--- src/rtl/score_pkg.sv ---
// Shared types, segment patterns and BCD helpers for the score counter.
// BCD helpers work on a fixed-width vector of MAX_DIGITS digits. Unused upper
// digits are zero-padded so that values of any width compare correctly.
package score_pkg;

  localparam int unsigned MAX_DIGITS = 6;
  localparam int unsigned BCD_W      = 4 * MAX_DIGITS;

  // Active-low segment patterns, bit order {g,f,e,d,c,b,a}
  localparam logic [6:0] SEG_BLANK = 7'b1111111;
  localparam logic [6:0] SEG_0     = 7'b1000000;
  localparam logic [6:0] SEG_1     = 7'b1111001;
  localparam logic [6:0] SEG_2     = 7'b0100100;
  localparam logic [6:0] SEG_3     = 7'b0110000;
  localparam logic [6:0] SEG_4     = 7'b0011001;
  localparam logic [6:0] SEG_5     = 7'b0010010;
  localparam logic [6:0] SEG_6     = 7'b0000010;
  localparam logic [6:0] SEG_7     = 7'b1111000;
  localparam logic [6:0] SEG_8     = 7'b0000000;
  localparam logic [6:0] SEG_9     = 7'b0010000;

  typedef logic [3:0]       bcd_t;
  typedef logic [BCD_W-1:0] bcd_vec_t;

  // Convert an integer to BCD, keeping only the lowest 'digits' digits
  function automatic bcd_vec_t int_to_bcd(input int value, input int digits);
    bcd_vec_t r;
    int       v;
    r = '0;
    v = value;
    for (int i = 0; i < int'(MAX_DIGITS); i++) begin
      if (i < digits) r[4*i +: 4] = 4'(v % 10);
      v = v / 10;
    end
    return r;
  endfunction

  // Digit-wise a >= b, deciding on the most significant differing digit
  function automatic logic bcd_ge(input bcd_vec_t a, input bcd_vec_t b);
    logic done;
    logic ge;
    done = 1'b0;
    ge   = 1'b1;
    for (int i = int'(MAX_DIGITS) - 1; i >= 0; i--) begin
      if (!done && (a[4*i +: 4] != b[4*i +: 4])) begin
        ge   = (a[4*i +: 4] > b[4*i +: 4]);
        done = 1'b1;
      end
    end
    return ge;
  endfunction

  // Leading-zero blank mask: digit i > 0 blanks when it and all higher digits are 0
  function automatic logic [MAX_DIGITS-1:0] lz_mask(input bcd_vec_t v, input logic en);
    logic [MAX_DIGITS-1:0] m;
    logic                  nz_seen;
    m       = '0;
    nz_seen = 1'b0;
    for (int i = int'(MAX_DIGITS) - 1; i >= 1; i--) begin
      nz_seen = nz_seen | (v[4*i +: 4] != 4'd0);
      m[i]    = en & ~nz_seen;
    end
    return m;
  endfunction

endpackage

--- src/rtl/bcd_to_seg7.sv ---
// One-digit BCD to active-low 7-segment decoder with blanking.
// Ports:
//   bcd   in  4  BCD digit
//   blank in  1  force all segments off
//   seg   out 7  active-low segments {g..a}; non-BCD codes show blank
module bcd_to_seg7
  import score_pkg::*;
(
  input  logic [3:0] bcd,
  input  logic       blank,
  output logic [6:0] seg
);

  always_comb begin
    seg = SEG_BLANK;
    if (!blank) begin
      case (bcd)
        4'd0:    seg = SEG_0;
        4'd1:    seg = SEG_1;
        4'd2:    seg = SEG_2;
        4'd3:    seg = SEG_3;
        4'd4:    seg = SEG_4;
        4'd5:    seg = SEG_5;
        4'd6:    seg = SEG_6;
        4'd7:    seg = SEG_7;
        4'd8:    seg = SEG_8;
        4'd9:    seg = SEG_9;
        default: seg = SEG_BLANK;
      endcase
    end
  end

endmodule

--- src/rtl/score_counter_bcd.sv ---
// Multi-digit saturating BCD score counter with 7-segment outputs.
// Counts rising edges of 'increment', saturates at all 9s, flags the win score.
// Optional high-score tracking is enabled by defining SCORE_HIGH_SCORE_EN.
// Ports:
//   clk        in   1          system clock
//   reset      in   1          synchronous active-high, clears all state
//   clear      in   1          new-game clear of the score (high score kept)
//   increment  in   1          level from game FSM, counted on 0->1 only
//   score_bcd  out  4*DIGITS   current score, digit i at [4i+3:4i]
//   seg        out  7*DIGITS   active-low segments, digit i at [7i+6:7i]
//   win        out  1          score >= WIN_SCORE
//   saturated  out  1          score is all 9s
//   high_bcd   out  4*DIGITS   high score register        (SCORE_HIGH_SCORE_EN)
//   high_seg   out  7*DIGITS   high score segments        (SCORE_HIGH_SCORE_EN)
//   new_high   out  1          score > high score         (SCORE_HIGH_SCORE_EN)
module score_counter_bcd
  import score_pkg::*;
#(
  parameter int unsigned DIGITS    = 2,
  parameter int unsigned WIN_SCORE = 10,
  parameter int unsigned BLANK_LZ  = 0
) (
  input  logic                  clk,
  input  logic                  reset,
  input  logic                  clear,
  input  logic                  increment,
  output logic [4*DIGITS-1:0]   score_bcd,
  output logic [7*DIGITS-1:0]   seg,
  output logic                  win,
`ifdef SCORE_HIGH_SCORE_EN
  output logic [4*DIGITS-1:0]   high_bcd,
  output logic [7*DIGITS-1:0]   high_seg,
  output logic                  new_high,
`endif
  output logic                  saturated
);

  localparam int unsigned SCORE_W   = 4 * DIGITS;
  localparam int unsigned MAX_SCORE = (10 ** DIGITS) - 1;
  localparam logic [SCORE_W-1:0] WIN_BCD =
    SCORE_W'(int_to_bcd(int'(WIN_SCORE), int'(DIGITS)));
  localparam logic [SCORE_W-1:0] ALL_NINES =
    SCORE_W'(int_to_bcd(int'(MAX_SCORE), int'(DIGITS)));

  logic [SCORE_W-1:0] score_q;
  logic [SCORE_W-1:0] score_inc;
  logic               inc_q;
  logic               pulse;
  logic               carry;
  logic [DIGITS-1:0]  blank;

  assign pulse = increment & ~inc_q;

  // Ripple BCD +1: digits at 9 wrap to 0 and pass the carry upward
  always_comb begin
    score_inc = score_q;
    carry     = 1'b1;
    for (int i = 0; i < int'(DIGITS); i++) begin
      if (carry) begin
        if (score_q[4*i +: 4] == 4'd9) begin
          score_inc[4*i +: 4] = 4'd0;
        end else begin
          score_inc[4*i +: 4] = score_q[4*i +: 4] + 4'd1;
          carry               = 1'b0;
        end
      end
    end
  end

  // Score and edge-detect state; inc_q forced high so a held level never counts
  always_ff @(posedge clk) begin
    if (reset) begin
      score_q <= '0;
      inc_q   <= 1'b1;
    end else if (clear) begin
      score_q <= '0;
      inc_q   <= 1'b1;
    end else begin
      inc_q <= increment;
      if (pulse && !saturated) score_q <= score_inc;
    end
  end

  assign score_bcd = score_q;
  assign saturated = (score_q == ALL_NINES);
  assign win       = bcd_ge(BCD_W'(score_q), BCD_W'(WIN_BCD));
  assign blank     = DIGITS'(lz_mask(BCD_W'(score_q), BLANK_LZ != 0));

  for (genvar g = 0; g < int'(DIGITS); g++) begin : g_seg
    bcd_to_seg7 u_seg (
      .bcd   (score_q[4*g +: 4]),
      .blank (blank[g]),
      .seg   (seg[7*g +: 7])
    );
  end

`ifdef SCORE_HIGH_SCORE_EN
  logic [SCORE_W-1:0] high_q;
  logic [DIGITS-1:0]  high_blank;

  assign new_high   = ~bcd_ge(BCD_W'(high_q), BCD_W'(score_q));
  assign high_bcd   = high_q;
  assign high_blank = DIGITS'(lz_mask(BCD_W'(high_q), BLANK_LZ != 0));

  // High score follows the score one cycle late; only reset clears it
  always_ff @(posedge clk) begin
    if (reset) begin
      high_q <= '0;
    end else if (new_high) begin
      high_q <= score_q;
    end
  end

  for (genvar g = 0; g < int'(DIGITS); g++) begin : g_high_seg
    bcd_to_seg7 u_high_seg (
      .bcd   (high_q[4*g +: 4]),
      .blank (high_blank[g]),
      .seg   (high_seg[7*g +: 7])
    );
  end
`endif

endmodule
--- config.mk ---
export PLATFORM = sky130hd
export DESIGN_NAME = score_counter_bcd
export DESIGN_NICKNAME = d
export VERILOG_FILES = /design/src/rtl/score_pkg.sv /design/src/rtl/bcd_to_seg7.sv /design/src/rtl/score_counter_bcd.sv
export SDC_FILE = /design/constraint.sdc
export NUM_CORES = 1
export LEC_CHECK = 0
export CORE_ASPECT_RATIO = 0.8
export CORE_MARGIN = 2
export CORE_UTILIZATION = 40
export DETAILED_ROUTE_END_ITERATION = 10
export HOLD_SLACK_MARGIN = 0.15
export PLACE_DENSITY = 0.72
export SLEW_MARGIN = 40
export SYNTH_ARGS = -nofsm -noshare
export SYNTH_HDL_FRONTEND = slang
export SYNTH_HIERARCHICAL = 1
export SYNTH_SLANG_ARGS = --single-unit
--- constraint.sdc ---
create_clock -name clk -period 1.7 [get_ports clk]
set_input_delay 0.17 -clock clk [delete_from_list [all_inputs] [get_ports clk]]
set_output_delay 0.17 -clock clk [all_outputs]
set_load 0.01 [all_outputs]
==> results of run 1 <==
## flip-flops by register name (all words and copies together), names as in the netlist
name	cells
inc_q	1
score_bcd	8
## what timing repair did
action / in CTS / in global routing
pin swaps: 0 / 3
setup endpoints to repair: 18 / 14
gates resized for setup: 24 / 26
buffers inserted: 0 / 1
cloned: 0 / 1
## through the flow
step / utilization [%] / std cells / cell area, µm²
floorplan: - / 133 / 983
global placement: 63.6 / 197 / 1380
detailed placement: 63.6 / 197 / 1380
CTS: 64.3 / 201 / 1400
global route: 64.5 / 203 / 1400
finish: 64.5 / 203 / 1400
## area by class of cell
cell class,count,share of cell area [%]
Clock buffer,4,1.87
Inverter,11,2.94
Multi-Input combinational cell,110,53.1
Sequential cell,9,13.5
Tap cell,25,2.23
Timing Repair Buffer,44,26.4
## metal layers
| metal | share of wire (%) | up-vias | global-route usage, % |
|---|---|---|---|
| met5 | 0 | - | 0 |
| li1 | - | 531 | - |
| met4 | 0 | 0 | 4.19 |
| met3 | 4.3 | 0 | 3.31 |
| met2 | 50 | 24 | 31.6 |
| met1 | 46 | 481 | 22.6 |
## cell families (layout without fill, tap and decap cells)
logic type / Yosys count / in the layout / synth area share [%]
muxes: 1 / 1 / 1.20
adders and majority gates: 10 / 10 / 13.4
AOI/OAI and AO/OA: 38 / 38 / 22.8
and+or+nand+nor: 45 / 45 / 33.9
other: 1 / 14 / 0.401
DFF: 9 / 9 / 19.3
xor gates and xnor gates: 2 / 2 / 1.87
buffers and inverters: 14 / 59 / 7.23
## where the power goes
part	switching, mW	internal, mW	total, mW
sequential	0.000670	0.210	0.211
clock	0.0790	0.0906	0.170
combinational	0.0335	0.0306	0.0641
total	0.113	0.332	0.445
## worst max path at each step
stage,end,start,cells past startpoint
2_1_floorplan,score_bcd[7],score_bcd[2],3
3_3_place_gp,seg[10],score_bcd[4],5
3_5_place_dp,seg[7],score_bcd[7],5
4_1_cts,seg[10],score_bcd[5],5
5_1_grt,seg[3],score_bcd[0],5
6_report,win,score_bcd[4],3
## placed cells by master (no fill, tap or decap), drive strengths merged, types with 6 or more instances in the layout
cell type / instances
a21oi: 20
buf: 18
clkbuf: 11
clkdlybuf4s50: 11
conb: 14
dfxtp: 9
ha: 10
inv: 11
nand2b: 8
nor2: 6
nor3: 6
o21ai: 9
==> impl_metrics.env, run 1 <==
export IMPL_status="finished clean"
export IMPL_synthCells=120
export IMPL_r2r_cells=4
export IMPL_pre_cts_ws_ns=-0.0113
export IMPL_viasPerCell=5.10
export IMPL_path_cells="buf_4 > or4_1 > clkdlybuf4s15_1"
export IMPL_drt_total_wl_mm=2.45
export IMPL_cts_max_level=1
export IMPL_grt_max_degree=12
export IMPL_min_delay_path_depth=2
export IMPL_start_util_pct=42.9
export IMPL_cts_buffers=3
export IMPL_avgSynthCellArea_um2=7.79
export IMPL_fin_ws_ns=0.0636
export IMPL_die_area_um2=2740
export IMPL_ys_types=35
export IMPL_fin_hold_ws_ns=0.478
export IMPL_first_global_vias=880
export IMPL_fin_crit_ns=1.64
export IMPL_area_growth_pct=50.2
export IMPL_ys_warn_count=6
export IMPL_clock_skew_ns=0.00833
export IMPL_synth_top_area_share_pct=19.3
export IMPL_grt_pass1_wl_mm=3.73
export IMPL_reg2reg_to="score_bcd[7]"
export IMPL_antenna_found_initial=0
export IMPL_p_total_mw=0.445
export IMPL_firstDrtPassIters=4
export IMPL_synth_edf_count=0
export IMPL_path_buf_inv=2
export IMPL_synth_area_leaders="dfxtp_1, ha_1, a21oi_1, o21ai_0, inv_1"
export IMPL_die_w_um=58.0
export IMPL_clock_latency_ns=0.27
export IMPL_cp_max_fo=10
export IMPL_worstPathRequired_ns=1.53
export IMPL_hold_viol=0
export IMPL_postCtsHoldBufs=0
export IMPL_ant_nets=0
export IMPL_period_share_pct=96.3
export IMPL_n_fill_cell=212
export IMPL_buffer_ports_inserted=27
export IMPL_path_delay_family="simple AND/OR/NAND/NOR gates"
export IMPL_reg2reg_from="score_bcd[1]"
export IMPL_wl_per_cell_um=12.1
export IMPL_hold_path_end="inc_q"
export IMPL_yosys_top_cells_count="a21oi_1, inv_1, ha_1"
export IMPL_die_h_um=47.2
export IMPL_setup_tns_ns=0
export IMPL_synth_most_common_cell="a21oi_1"
export IMPL_syn_area_um2=935
export IMPL_min_path_type="input pin to flop"
export IMPL_vias=1036
export IMPL_grt_total_usage_pct=17.7
export IMPL_yosysSeqAreaShare_pct=19.3
export IMPL_cts_tree="done"
export IMPL_drive_gt1_share_pct=25.8
export IMPL_multiInputGateArea_um2=746
export IMPL_synthFlopType="dfxtp_1"
export IMPL_setup_viol=0
export IMPL_fp_row_count=15
export IMPL_hold_start="reset"
export IMPL_synth_top_area_cell="dfxtp_1"
export IMPL_r2r_slack_ns=0.07
export IMPL_gr_total_overflow=0
export IMPL_drt_iter0_drc=22
export IMPL_ioPinCount=28
export IMPL_dpl_hpwl_mm=1.83
export IMPL_slew_violations=0
export IMPL_cts_clk_slew_worst_paths_ns=0.06
export IMPL_cts_sinks=9
export IMPL_core_region_area_um2=2180
export IMPL_cts_root_buffer="clkbuf_4"
export IMPL_powerDensity_nw_per_um2=317
export IMPL_ff_latch_area_um2=189
export IMPL_clock_path_buffers=2
export IMPL_drv_cap=0
export IMPL_ys_ff_latch=9
export IMPL_peakVddDrop_v=0.000267
export IMPL_rsz0062_at_grt="no"
export IMPL_diodes=0
export IMPL_fmax_mhz=611
export IMPL_end_kind="output pin"
export IMPL_cp_slowest_cell="or4_1"
export IMPL_ys_async_sr_fraction_pct=0
export IMPL_fin_nets=193
export IMPL_p_leak_nw=0.619
export IMPL_gp_congestion=0.801
export IMPL_drcViolationCount=0
export IMPL_arrival_ns=1.47
export IMPL_critPathLaunchType="flop"
export IMPL_crit_path_max_incr_delay_ns=0.49
export IMPL_crit_type="flop to output pin"
(Power assumes the default switching activity.)
==> inputs of run 2 (changes only) <==
- CAP_MARGIN: unset -> 40
==> results of run 2 <==
Final layout, timing and power as in run 1 (identical DEF).
==> inputs of run 3 (changes only) <==
==> constraint.sdc (replaced) <==
create_clock -name clk -period 1.7 [get_ports clk]
set_input_delay 0.17 -clock clk [delete_from_list [all_inputs] [get_ports clk]]
set_output_delay 0.17 -clock clk [all_outputs]
set_load 0.005 [all_outputs]
==> impl_metrics.env, run 3 (synthesis gave the netlist of run 1 again) <==
export IMPL_cts_tree="done"
export IMPL_powerDensity_nw_per_um2=301
export IMPL_p_clk_share_pct=38.4
export IMPL_antenna_found_initial=0
export IMPL_drt_total_wl_mm=2.48
export IMPL_end_kind="flop"
export IMPL_pre_cts_ws_ns=-0.0334
export IMPL_min_path_type="input pin to flop"
export IMPL_dp_cells=195
export IMPL_fin_ws_ns=0.0307
export IMPL_period_share_pct=98.2
export IMPL_clock_skew_ns=0.00573
export IMPL_slew_violations=0
export IMPL_grt_max_degree=13
export IMPL_arrival_ns=1.86
export IMPL_start_util_pct=42.9
export IMPL_wl_per_cell_um=12.2
export IMPL_cts_root_buffer="clkbuf_4"
export IMPL_fp_row_count=15
export IMPL_clock_latency_ns=0.26
export IMPL_fin_nets=193
export IMPL_cp_max_fo=6
export IMPL_clock_path_buffers=2
export IMPL_seqPwrFrac_pct=47.8
export IMPL_final_cells=203
export IMPL_critPathLaunchType="flop"
export IMPL_cts_max_level=1
export IMPL_setup_viol=0
export IMPL_drt_iter0_drc=18
export IMPL_core_region_area_um2=2180
export IMPL_drv_cap=0
export IMPL_grt_total_usage_pct=18.4
export IMPL_worstPathRequired_ns=1.89
export IMPL_buffer_ports_inserted=27
export IMPL_final_util_pct=68.0
export IMPL_hold_viol=0
export IMPL_ant_nets=0
export IMPL_largest_reg_flops=8
export IMPL_ioPinCount=28
export IMPL_grt_pass1_wl_mm=3.87
export IMPL_fin_crit_ns=1.67
export IMPL_firstDrtPassIters=4
export IMPL_first_global_vias=912
export IMPL_status="finished clean"
export IMPL_die_area_um2=2740
export IMPL_p_total_mw=0.445
export IMPL_gr_total_overflow=0
export IMPL_fmax_mhz=599
export IMPL_drcViolationCount=0
export IMPL_diodes=0
export IMPL_peakVddDrop_v=0.000266
export IMPL_cts_buffers=3
export IMPL_p_leak_nw=0.655
export IMPL_intPower_mw=0.335
export IMPL_layout_common_cells="a21oi_1, conb_1, buf_4, clkdlybuf4s50_1"
export IMPL_crit_type="flop to flop"
export IMPL_dpl_hpwl_mm=1.79
export IMPL_mostFrequentLayoutCell="a21oi_1"
export IMPL_drive_gt1_share_pct=27.5
export IMPL_gp_congestion=0.856
export IMPL_p_switching_mw=0.110
export IMPL_viasPerCell=5.14
export IMPL_die_h_um=47.2
export IMPL_p_sw_share_pct=24.7
export IMPL_cts_sinks=9
export IMPL_cts_clk_slew_worst_paths_ns=0.07
export IMPL_area_growth_pct=58.5
export IMPL_vias=1043
export IMPL_die_w_um=58.0
export IMPL_combPwrFrac_pct=13.8
==> run 3: critical path, stage by stage (launching register included) <==
cell,delay [ns]
dfxtp_2,0.34
buf_4,0.16
or3b_4,0.41
or4_1,0.54
a21oi_2,0.15
==> run 3: final cells by class <==
class                           count  area, µm²
Fill cell                         179        696
Inverter                           11       41.3
Sequential cell                     9        189
Tap cell                           25       31.3
Timing Repair Buffer               44        398
Multi-Input combinational cell    110        796
Clock buffer                        4       26.3
==> run 3: power by group through the flow <==
stage / clock, mW / combinational (mW) / sequential (mW)
3_5_place_dp: 0 / 0.0692 / 0.218
5_1_grt: 0.187 / 0.0692 / 0.213
4_1_cts: 0.177 / 0.0585 / 0.213
2_1_floorplan: 0 / 0.0268 / 0.218
3_3_place_gp: 0 / 0.0673 / 0.218
6_report: 0.171 / 0.0617 / 0.213
==> run 3: stage by stage <==
| stage | TNS, ns | cell area (µm²) | hold WS [ns] |
|---|---|---|---|
| finish | 0 | 1480 | 0.485 |
| global route | -0.0519 | 1480 | 0.529 |
| CTS | 0 | 1440 | 0.487 |
| detailed placement | -0.0334 | 1370 | 0.564 |
| global placement | 0 | 1370 | 0.543 |
| floorplan | 0 | 983 | 0.269 |
==> run 3: final timing paths <==
check | start | slack (ns) | endpoint | depth (start not counted)
max | score_bcd[1] | 0.03 | score_bcd[6] | 4
min | reset | 0.48 | inc_q | 2
max reg2reg | score_bcd[1] | 0.03 | score_bcd[6] | 4
min reg2reg | score_bcd[3] | 0.55 | score_bcd[3] | 2
==> run 3: layer usage <==
metal / global-route usage [%] / vias up / part of all wire, %
li1: - / 535 / -
met3: 3.03 / 2 / 3.4
met4: 7.44 / 0 / 0.69
met5: 0 / - / 0
met2: 33.0 / 29 / 49
met1: 22.7 / 477 / 47
==> run 3: timing repair <==
action                     4_1_cts  5_1_grt
gates resized for setup         30       20
hold buffers                     0        0
cloned                           1        0
pin swaps                        3        5
setup endpoints to repair       18       14
buffers inserted                 3        0
